**src/rtl/video_ts_render_if.sv**
```systemverilog
// video_ts_render_if: task, DRAM and line-buffer signals of the tile/sprite line renderer.
interface video_ts_render_if;
  logic        start;
  logic        tsr_go;
  logic [5:0]  tsr_addr;
  logic [8:0]  tsr_line;
  logic [7:0]  tsr_page;
  logic [8:0]  tsr_x;
  logic [2:0]  tsr_xs;
  logic        tsr_xf;
  logic [3:0]  tsr_pal;
  logic        tsr_rdy;
  logic [20:0] dram_addr;
  logic        dram_req;
  logic        dram_next;
  logic [15:0] dram_rdata;
  logic        lb_we;
  logic [8:0]  lb_addr;
  logic [7:0]  lb_data;
  modport master (
    output start, tsr_go, tsr_addr, tsr_line, tsr_page, tsr_x, tsr_xs, tsr_xf, tsr_pal,
    output dram_next, dram_rdata,
    input  tsr_rdy, dram_addr, dram_req, lb_we, lb_addr, lb_data
  );
  modport slave (
    input  start, tsr_go, tsr_addr, tsr_line, tsr_page, tsr_x, tsr_xs, tsr_xf, tsr_pal,
    input  dram_next, dram_rdata,
    output tsr_rdy, dram_addr, dram_req, lb_we, lb_addr, lb_data
  );
endinterface

```
**src/rtl/video_ts_render.sv**
```systemverilog
// video_ts_render: fetches 4bpp graphics words and writes palette-tagged opaque pixels to the TS line buffer.
module video_ts_render #(
  parameter int VIS_W = 360
) (
  input logic              clk,
  input logic              rst_n,
  video_ts_render_if.slave bus
);
  typedef enum logic [1:0] {IDLE, FETCH, DRAW} state_t;
  localparam logic [9:0] VIS = 10'(VIS_W);
  state_t      state_q, state_d;
  logic [7:0]  page_q, page_d;
  logic [8:0]  line_q, line_d;
  logic [5:0]  col_q, col_d;
  logic        xf_q, xf_d;
  logic [3:0]  pal_q, pal_d;
  logic [3:0]  nm1_q, nm1_d;
  logic [3:0]  w_q, w_d;
  logic [8:0]  px_q, px_d;
  logic [15:0] data_q, data_d;
  logic [1:0]  pix_q, pix_d;
  logic        rdy_q, rdy_d;
  logic        req_q, req_d;
  logic        we_q, we_d;
  logic [20:0] daddr_q, daddr_d;
  logic [8:0]  laddr_q, laddr_d;
  logic [7:0]  ldata_q, ldata_d;
  logic        draw;
  logic        last;
  logic [1:0]  sel;
  logic [3:0]  nib;
  always_comb begin
    state_d = state_q;
    page_d  = page_q;
    line_d  = line_q;
    col_d   = col_q;
    xf_d    = xf_q;
    pal_d   = pal_q;
    nm1_d   = nm1_q;
    w_d     = w_q;
    px_d    = px_q;
    data_d  = data_q;
    pix_d   = pix_q;
    draw    = 1'b0;
    last    = xf_q ? (w_q == 4'd0) : (w_q == nm1_q);
    case (state_q)
      IDLE: if (bus.tsr_go) begin
        page_d  = bus.tsr_page;
        line_d  = bus.tsr_line;
        col_d   = bus.tsr_addr;
        xf_d    = bus.tsr_xf;
        pal_d   = bus.tsr_pal;
        nm1_d   = {bus.tsr_xs, 1'b1};
        w_d     = bus.tsr_xf ? {bus.tsr_xs, 1'b1} : 4'd0;
        px_d    = bus.tsr_x;
        state_d = FETCH;
      end
      FETCH: if (bus.dram_next) begin
        data_d  = bus.dram_rdata;
        pix_d   = 2'd0;
        px_d    = px_q + 9'd1;
        draw    = 1'b1;
        state_d = DRAW;
      end
      DRAW: if (pix_q == 2'd3) begin
        state_d = last ? IDLE : FETCH;
        w_d     = xf_q ? w_q - 4'd1 : w_q + 4'd1;
      end else begin
        pix_d = pix_q + 2'd1;
        px_d  = px_q + 9'd1;
        draw  = 1'b1;
      end
      default: state_d = IDLE;
    endcase
    if (bus.start) begin
      state_d = IDLE;
      draw    = 1'b0;
    end
    // flipped order is the normal nibble order reversed
    sel     = xf_q ? ~pix_d : pix_d;
    nib     = sel == 2'd0 ? data_d[7:4] : sel == 2'd1 ? data_d[3:0] : sel == 2'd2 ? data_d[15:12] : data_d[11:8];
    rdy_d   = state_d == IDLE;
    req_d   = state_d == FETCH;
    daddr_d = req_d ? {page_d, 13'b0} + 21'({line_d, 7'b0}) + 21'({col_d, 1'b0}) + 21'(w_d) : '0;
    we_d    = draw && nib != 4'd0 && {1'b0, px_q} < VIS;
    laddr_d = draw ? px_q : '0;
    ldata_d = draw ? {pal_q, nib} : '0;
  end
  always_ff @(posedge clk or negedge rst_n) begin
    if (!rst_n) begin
      state_q <= IDLE;
      page_q  <= '0;
      line_q  <= '0;
      col_q   <= '0;
      xf_q    <= 1'b0;
      pal_q   <= '0;
      nm1_q   <= '0;
      w_q     <= '0;
      px_q    <= '0;
      data_q  <= '0;
      pix_q   <= '0;
      rdy_q   <= 1'b1;
      req_q   <= 1'b0;
      we_q    <= 1'b0;
      daddr_q <= '0;
      laddr_q <= '0;
      ldata_q <= '0;
    end else begin
      state_q <= state_d;
      page_q  <= page_d;
      line_q  <= line_d;
      col_q   <= col_d;
      xf_q    <= xf_d;
      pal_q   <= pal_d;
      nm1_q   <= nm1_d;
      w_q     <= w_d;
      px_q    <= px_d;
      data_q  <= data_d;
      pix_q   <= pix_d;
      rdy_q   <= rdy_d;
      req_q   <= req_d;
      we_q    <= we_d;
      daddr_q <= daddr_d;
      laddr_q <= laddr_d;
      ldata_q <= ldata_d;
    end
  end
  assign bus.tsr_rdy   = rdy_q;
  assign bus.dram_req  = req_q;
  assign bus.dram_addr = daddr_q;
  assign bus.lb_we     = we_q;
  assign bus.lb_addr   = laddr_q;
  assign bus.lb_data   = ldata_q;
endmodule

```
**src/flat_wrapper.sv**
```systemverilog
// flat-port wrapper written by rule: the top's interface ports become plain ports
module video_ts_render_flat 
#(
  parameter int VIS_W = 360
)
  (clk, rst_n, bus_start, bus_tsr_go, bus_tsr_addr, bus_tsr_line, bus_tsr_page, bus_tsr_x, bus_tsr_xs, bus_tsr_xf, bus_tsr_pal, bus_dram_next, bus_dram_rdata, bus_tsr_rdy, bus_dram_addr, bus_dram_req, bus_lb_we, bus_lb_addr, bus_lb_data);
  video_ts_render_if bus_i ();
  input logic clk;
  input logic rst_n;
  input wire logic [$bits(bus_i.start)-1:0] bus_start;
  input wire logic [$bits(bus_i.tsr_go)-1:0] bus_tsr_go;
  input wire logic [$bits(bus_i.tsr_addr)-1:0] bus_tsr_addr;
  input wire logic [$bits(bus_i.tsr_line)-1:0] bus_tsr_line;
  input wire logic [$bits(bus_i.tsr_page)-1:0] bus_tsr_page;
  input wire logic [$bits(bus_i.tsr_x)-1:0] bus_tsr_x;
  input wire logic [$bits(bus_i.tsr_xs)-1:0] bus_tsr_xs;
  input wire logic [$bits(bus_i.tsr_xf)-1:0] bus_tsr_xf;
  input wire logic [$bits(bus_i.tsr_pal)-1:0] bus_tsr_pal;
  input wire logic [$bits(bus_i.dram_next)-1:0] bus_dram_next;
  input wire logic [$bits(bus_i.dram_rdata)-1:0] bus_dram_rdata;
  output wire logic [$bits(bus_i.tsr_rdy)-1:0] bus_tsr_rdy;
  output wire logic [$bits(bus_i.dram_addr)-1:0] bus_dram_addr;
  output wire logic [$bits(bus_i.dram_req)-1:0] bus_dram_req;
  output wire logic [$bits(bus_i.lb_we)-1:0] bus_lb_we;
  output wire logic [$bits(bus_i.lb_addr)-1:0] bus_lb_addr;
  output wire logic [$bits(bus_i.lb_data)-1:0] bus_lb_data;
  assign bus_i.start = bus_start;
  assign bus_i.tsr_go = bus_tsr_go;
  assign bus_i.tsr_addr = bus_tsr_addr;
  assign bus_i.tsr_line = bus_tsr_line;
  assign bus_i.tsr_page = bus_tsr_page;
  assign bus_i.tsr_x = bus_tsr_x;
  assign bus_i.tsr_xs = bus_tsr_xs;
  assign bus_i.tsr_xf = bus_tsr_xf;
  assign bus_i.tsr_pal = bus_tsr_pal;
  assign bus_i.dram_next = bus_dram_next;
  assign bus_i.dram_rdata = bus_dram_rdata;
  assign bus_tsr_rdy = bus_i.tsr_rdy;
  assign bus_dram_addr = bus_i.dram_addr;
  assign bus_dram_req = bus_i.dram_req;
  assign bus_lb_we = bus_i.lb_we;
  assign bus_lb_addr = bus_i.lb_addr;
  assign bus_lb_data = bus_i.lb_data;
  video_ts_render #(.VIS_W(VIS_W)) u_core (.clk(clk), .rst_n(rst_n), .bus(bus_i));
endmodule
```
**config.mk**
```make
export PLATFORM = sky130hd
export DESIGN_NAME = video_ts_render_flat
export DESIGN_NICKNAME = d
export VERILOG_FILES = /design/src/rtl/video_ts_render_if.sv /design/src/rtl/video_ts_render.sv /design/src/flat_wrapper.sv
export SDC_FILE = /design/constraint.sdc
export NUM_CORES = 1
export LEC_CHECK = 0
export BUFFER_PORTS_ARGS = -buffer_cell sky130_fd_sc_hd__buf_2
export CORE_MARGIN = 2
export CORE_UTILIZATION = 45
export CTS_BUF_LIST = sky130_fd_sc_hd__clkbuf_16
export DETAILED_ROUTE_END_ITERATION = 8
export PLACE_DENSITY = 0.71
export SYNTH_ARGS = -nofsm -noshare
export SYNTH_HDL_FRONTEND = slang
export SYNTH_SLANG_ARGS = --single-unit
```
**constraint.sdc**
```tcl
create_clock -name clk -period 8.3 [get_ports clk]
set_clock_uncertainty 0.1 [all_clocks]
set_input_delay 1.66 -clock clk [delete_from_list [all_inputs] [get_ports clk]]
set_output_delay 1.66 -clock clk [all_outputs]
set_load 0.05 [all_outputs]
```
After elaboration in Yosys (flattened, before gate mapping)

Cells that the tools add are included.
W data, S select, Z words.

Bits in registers: 106
Bits of input ports: 61
Word-level logic and storage cells: 84

Add/subtract/negate cells: 7
$lt $le $gt $ge: 1
Equal/unequal tests: 10
Muxes and demuxes: 38
Bitwise operators: 1
Reduce and logical (&&, ||, !) cells: 10

Operators by type and width:

| kind                  | number |
|---|---|
| $mux W9               | 6 |
| $mux W16              | 2 |
| $mux W4               | 7 |
| $pmux W9 S3           | 1 |
| $mux W8               | 3 |
| $add A21 B16 Y21      | 1 |
| $add A21 B4 Y21       | 1 |
| $add A21 B7 Y21       | 1 |
| $mux W21              | 1 |
| $mux W2               | 7 |
| $mux W6               | 2 |
| $add A9 B1 Y9 const B | 1 |
| $lt A9 B9 Y1 const B  | 1 |
| $pmux W4 S2           | 1 |
| $eq A2 B1 Y1 const B  | 3 |
| $eq A2 B2 Y1 const B  | 3 |
| $logic_not A2 Y1      | 3 |
| $ne A2 B2 Y1 const B  | 3 |
| $pmux W2 S3           | 1 |
| $mux W1               | 5 |
| $add A4 B1 Y4 const B | 1 |
| $eq A4 B4 Y1          | 1 |
| $logic_not A4 Y1      | 1 |
| $pmux W2 S2           | 1 |
| other kinds (9)       | 10 |

Depth between registers and ports, before layout

Depth after elaboration: 12
Gate-level depth with buffers: 19
Gate-level depth less buffers: 16

Worst setup path before layout

OpenSTA, ideal clock, no wires.

Path kind: input to register
From: input bus_tsr_go
To: register u_core.daddr_q[17], in the netlist u_core.bus.dram_addr[17]
Library setup time: 132 ps
Arrival: 4552 ps
Path slack: 3516 ps
Stages on the path: 17
Buffers on the path: 4
Path through: and2_1 -> buf_4 -> buf_2 -> buf_1 -> buf_1 -> nand2_1 -> nand2_1 -> ha_1 -> inv_1 -> fa_1 -> nand2b_1 -> a22oi_1 -> nand3_1 -> o31ai_1 -> nand2_1 -> xnor2_1 -> nor2_1

Elaborated cells on any way between the ends: 16
Classes of those cells: add/sub (3); eq/ne (1); mux (12)

RTL lines:

| element                | line                   | source |
|---|---|---|
| from (decl)            | flat_wrapper.sv:11     | `input wire logic [$bits(bus_i.tsr_go)-1:0] bus_tsr_go;` |
| $mux W6                | video_ts_render.sv:47  | `IDLE: if (bus.tsr_go) begin` |
| $mux W6                | video_ts_render.sv:46  | `case (state_q)` |
| net u_core.col_d[0]    | video_ts_render.sv:14  | `logic [5:0] col_q, col_d;` |
| $add A21 B7 Y21        | video_ts_render.sv:84  | `daddr_d = req_d ? {page_d, 13'b0} + 21'({line_d, 7'b0}) + 21'({col_d, 1'b0}) + 21'(w_d) : '0;` |
| $add A21 B4 Y21        | video_ts_render.sv:84  |  |
| $mux W21               | video_ts_render.sv:84  |  |
| net u_core.daddr_d[17] | video_ts_render.sv:25  | `logic [20:0] daddr_q, daddr_d;` |
| to (signal assigned)   | video_ts_render.sv:123 | `daddr_q <= daddr_d;` |
| to (decl)              | video_ts_render.sv:25  |  |

The timed path passes the listed nets, and every way through them passes these cells.
A chain may end at the register's enable or synchronous reset.

Final worst setup path

From: input bus_tsr_go
To: register u_core.daddr_q[20], in the netlist u_core.bus.dram_addr[20]

The elaborated chain is that of the path after synthesis.

==> flow_results.org <==
** Clock network
- CTS hold repair buffers :: 0
- Counting the buffers created by CTS gives 9.
- In this run, post-CTS repair resized a total of 0 instances.
- TritonCTS built the clock tree.
- Insertion delay of the later-clocked pin in the worst-skew pair :: 0.35 ns
- H-tree levels :: 3
- Root Driver :: sky130_fd_sc_hd__clkbuf_16
- Count of clock tree sinks :: 106
- Number of buffers on the longest clock path :: 2
- CTS clock-pin slew for the worst setup and hold paths :: 0.07 ns
- The number of setup buffers added after CTS is 0.

** Timing
- Setup repair after global routing left no endpoint under its margin.
- Time the final worst path needs with I/O delays and setup :: 4.55 ns
- Final total negative setup slack :: 0 ns
- The final hold violation count is 0.
- Tcrit/Tclk final :: 54.8%
- Peak clock frequency supported by timing :: 0.220 GHz
- In the post-route analysis, the smallest setup slack over all paths is 3.75 ns.
- Setup violations remaining at the end of the flow were counted as 0.
- Final Slew Violations :: 0
- Transition time of the tightest slew-check pin :: 1.17 ns
- The worst pin sits at a relative slew slack of 21.7%.

** Floorplanning
- Y dimension of the die :: 113 um
- Top-Level Pins :: 102
- Total die area :: 12,700 um2
- For this configuration, the core starts out at a cell density of 46.4%.
- Die X :: 113 um
- In this run the standard cell core region covers 11,500 um2.
- The floorplan has 39 rows.

** Final layout
- The post-route netlist has 25.3% of its cells at a drive strength greater than 1.
- The repair_antennas step left the layout with diodes totalling 0.
- Final net count :: 688
- Core Util, Final :: 54.1%
- Compared with the post-synthesis result, the final layout area differs by 16.6%.

** Pwr
- Worst supply voltage drop on vdd :: 0.000109 V
- Static leakage :: 3.12 nW
- Power per Cell Area :: 264 nW/um2

** Place
- The count of buffers added on input and output ports is 101.
- Hpwl dp :: 8.40 mm
- Final GP Congestion :: 0.840
- Pre-CTS worst setup slack :: 3.40 ns

** Synth
- EDFF count, synth :: 0
- The share of synthesized area in the top cell type comes to 49.4%.
- In this run, distinct cell masters in the synthesized netlist total 66.
- The Yosys step of the flow raised 0 warnings.
- Most used DFF post-synth :: sky130_fd_sc_hd__dfrtp_1
- Part of the Yosys area used for sequential elements :: 49.9%
- Of all cell types, the one taking the most synthesized area is sky130_fd_sc_hd__dfrtp_1.
- Number of synthesized register bits :: 106
- After technology mapping, the gate count stands at 518.
- Async SR Flop Fraction :: 100%
- Yosys attributes the largest share of cell area to sky130_fd_sc_hd__dfrtp_1 (49%), sky130_fd_sc_hd__nand2_1 (6.1%), sky130_fd_sc_hd__ha_1 (3.1%), sky130_fd_sc_hd__and2_1 (2.6%), sky130_fd_sc_hd__mux2_2 (2.5%).
- sky130_fd_sc_hd__dfrtp_1 is the most common cell in the netlist.
- Summing every instance area after synthesis gives 5320 um2.
- Averaged over all synthesized cells, the footprint is 10.3 um2.
- When the netlist entered floorplanning its net count stood at 594.
- Sorting the synthesized cells by how often they occur yields sky130_fd_sc_hd__dfrtp_1 (105), sky130_fd_sc_hd__nand2_1 (86), sky130_fd_sc_hd__nor2_1 (29).

** Critical path
- In this design, the stage delay of the slowest critical-path cell is 0.45 ns.
- Kind of start point of the critical path :: primary input
- Grouping stages by cell kind, the critical path spends the most delay in compound AO/OA/AOI/OAI gates.
- Data arrival time of the critical path :: 4.66 ns
- Traced cell by cell, the critical path runs through buf_2 > and2_1 > buf_4 > mux2i_1 > inv_1 > ha_1 > a21oi_1 > o21ai_0 > nand3_1 > o31ai_2 > nand3_1 > xor2_1 > nor2_1.
- Slowest CP cell :: sky130_fd_sc_hd__o21ai_0
- Kind of critical path :: primary input to flop
- Along the worst path, the maximum fanout reaches 37.
- Worst Path Required :: 8.41 ns
- The worst register-to-register path has a setup slack of 4.25 ns.
- Most used cell along the critical path :: sky130_fd_sc_hd__nand3_1
- Launching point of the worst reg2reg path :: u_core.state_q[0]$_DFF_PN0_
- Count of cells along the worst register-to-register path :: 14
- Count of buffering cells on the critical path with inverters included :: 3
- The endpoint identified for the worst register-to-register timing path is u_core.bus.dram_addr[20]$_DFF_PN0_.
- The worst setup path is captured at a flop.

** Detailed routing
- First drt pass iteration count :: 5
- Once detail routing completed, the nets flagged for antenna violations numbered 0.
- Violation count after the first detailed-route iteration :: 253
- In the routed layout, each cell is associated on average with a via count of 5.47.
- Number of vias after detailed routing :: 4,156
- DRC viols :: 0
- Wires add up to 12.0 mm.
- After detailed routing, the average wire length per cell comes to 15.8 um.

** Min path
- Kind of path behind the tightest hold check :: flop to flop
- The worst hold path was traced through 2 stages.
- In this run the most critical hold path is launched from u_core.pal_q[1]$_DFFE_PN0P_.
- The path with the worst hold slack has its endpoint at u_core.pal_q[1]$_DFFE_PN0P_.

** GRT
- For this run, the total global-route usage over all layers was measured as 19.3%.
- The number of global-route vias before repair came to 4,140.
- Number of antenna violations at the first check in global routing :: 0
- GRT overflow :: 0
- Entering global routing, the biggest net connects 66 pins.
- Wire length of the first global-routing pass :: 19.8 mm

** Job
- Number of max-cap violations :: 0

** Outcome
- Status :: completed
[placed cells by master, fill, tap and decap left out, types with 3 or more instances in the layout]
cell,n
sky130_fd_sc_hd__o211ai_1,4
sky130_fd_sc_hd__a22oi_1,5
sky130_fd_sc_hd__nand2_1,86
sky130_fd_sc_hd__mux2_2,12
sky130_fd_sc_hd__inv_1,24
sky130_fd_sc_hd__nor2_1,29
sky130_fd_sc_hd__dfrtp_1,105
sky130_fd_sc_hd__a211oi_1,4
sky130_fd_sc_hd__ha_1,13
sky130_fd_sc_hd__a21oi_1,19
sky130_fd_sc_hd__o21ai_1,4
sky130_fd_sc_hd__xor2_1,9
sky130_fd_sc_hd__buf_4,3
sky130_fd_sc_hd__mux4_2,3
sky130_fd_sc_hd__nand3_1,22
sky130_fd_sc_hd__a21o_1,3
sky130_fd_sc_hd__and3_2,4
sky130_fd_sc_hd__mux2i_1,10
sky130_fd_sc_hd__o22ai_1,13
sky130_fd_sc_hd__nor2b_1,5
sky130_fd_sc_hd__mux4_1,5
sky130_fd_sc_hd__and2_1,22
sky130_fd_sc_hd__and3_1,11
sky130_fd_sc_hd__or2_2,4
sky130_fd_sc_hd__o21ai_0,25
sky130_fd_sc_hd__buf_2,100
sky130_fd_sc_hd__xnor2_1,9
sky130_fd_sc_hd__clkinv_4,3
sky130_fd_sc_hd__clkbuf_16,9
sky130_fd_sc_hd__nand4_1,6
sky130_fd_sc_hd__nand2b_1,3
sky130_fd_sc_hd__a31oi_1,3
[registers in the layout, indices dropped and copies added, names as in the netlist, 6 cells and up]
register,flops
u_core.data_q,16
u_core.bus.lb_data,8
u_core.px_q,9
u_core.bus.lb_addr,9
u_core.line_q,9
u_core.bus.dram_addr,21
u_core.col_q,6
u_core.page_q,8
[per-stage QoR]
| step | total power, mW | std cells | hold slack [ns] | area (um2) |
|---|---|---|---|---|
| after floorplan | 1.07 | 518 | 0.323 | 5320 |
| after global placement | 1.17 | 744 | 0.349 | 5890 |
| after detailed placement | 1.20 | 744 | 0.353 | 5890 |
| after CTS | 1.65 | 760 | 0.384 | 6210 |
| after global routing | 1.74 | 760 | 0.402 | 6210 |
| final | 1.64 | 760 | 0.374 | 6210 |
[layout make-up]
class                      count  area [um2]
sequential                   106        2650
fill                        1010        5260
multi-input combinational    366        2430
inverter                      26         110
clock buffer                   9         225
timing repair buffer         103         523
tap                          143         179
clock inverter                 7        88.8
[worst max-delay path by stage]
stage          cells past startpoint  slack (ns)                            endpoint       start
4_1_cts                           13        3.77  u_core.bus.dram_addr[20]$_DFF_PN0_  bus_tsr_go
5_1_grt                           13        3.41  u_core.bus.dram_addr[18]$_DFF_PN0_  bus_tsr_go
2_1_floorplan                     17        3.52  u_core.bus.dram_addr[17]$_DFF_PN0_  bus_tsr_go
3_3_place_gp                      13        3.54  u_core.bus.dram_addr[18]$_DFF_PN0_  bus_tsr_go
3_5_place_dp                      13        3.40  u_core.bus.dram_addr[20]$_DFF_PN0_  bus_tsr_go
6_report                          13        3.75  u_core.bus.dram_addr[20]$_DFF_PN0_  bus_tsr_go
[worst min-delay path, delay by kind of cell (launching register included)]
family        cells  cell delay (ns)
flops             1             0.34
simple gates      2             0.10
[kinds of logic after synthesis]
family,synth area share [%]
flip-flops,49.9
adder cells (fa/ha/maj),3.81
XOR/XNOR,2.96
AND/OR/NAND/NOR,18.5
multiplexers,8.37
AO/OA/AOI/OAI,12.0
buffers and inverters,4.54
[power breakdown]
part | total, mW | internal (mW) | switching, mW | leakage [nW]
combinational | 0.497 | 0.197 | 0.300 | 1.63
clock | 0.447 | 0.239 | 0.207 | 0.149
sequential | 0.696 | 0.620 | 0.0763 | 1.34
total | 1.64 | 1.06 | 0.584 | 3.12
[per-layer routing]
metal	GRT usage [%]	up-vias	share of wire [%]
li1	-	1992	-
met1	26.5	2035	46
met2	30.5	116	48
met3	4.77	13	5.3
met4	5.61	0	1.4
met5	0	-	0
Note: power is estimated with default switching activity, not from simulation.
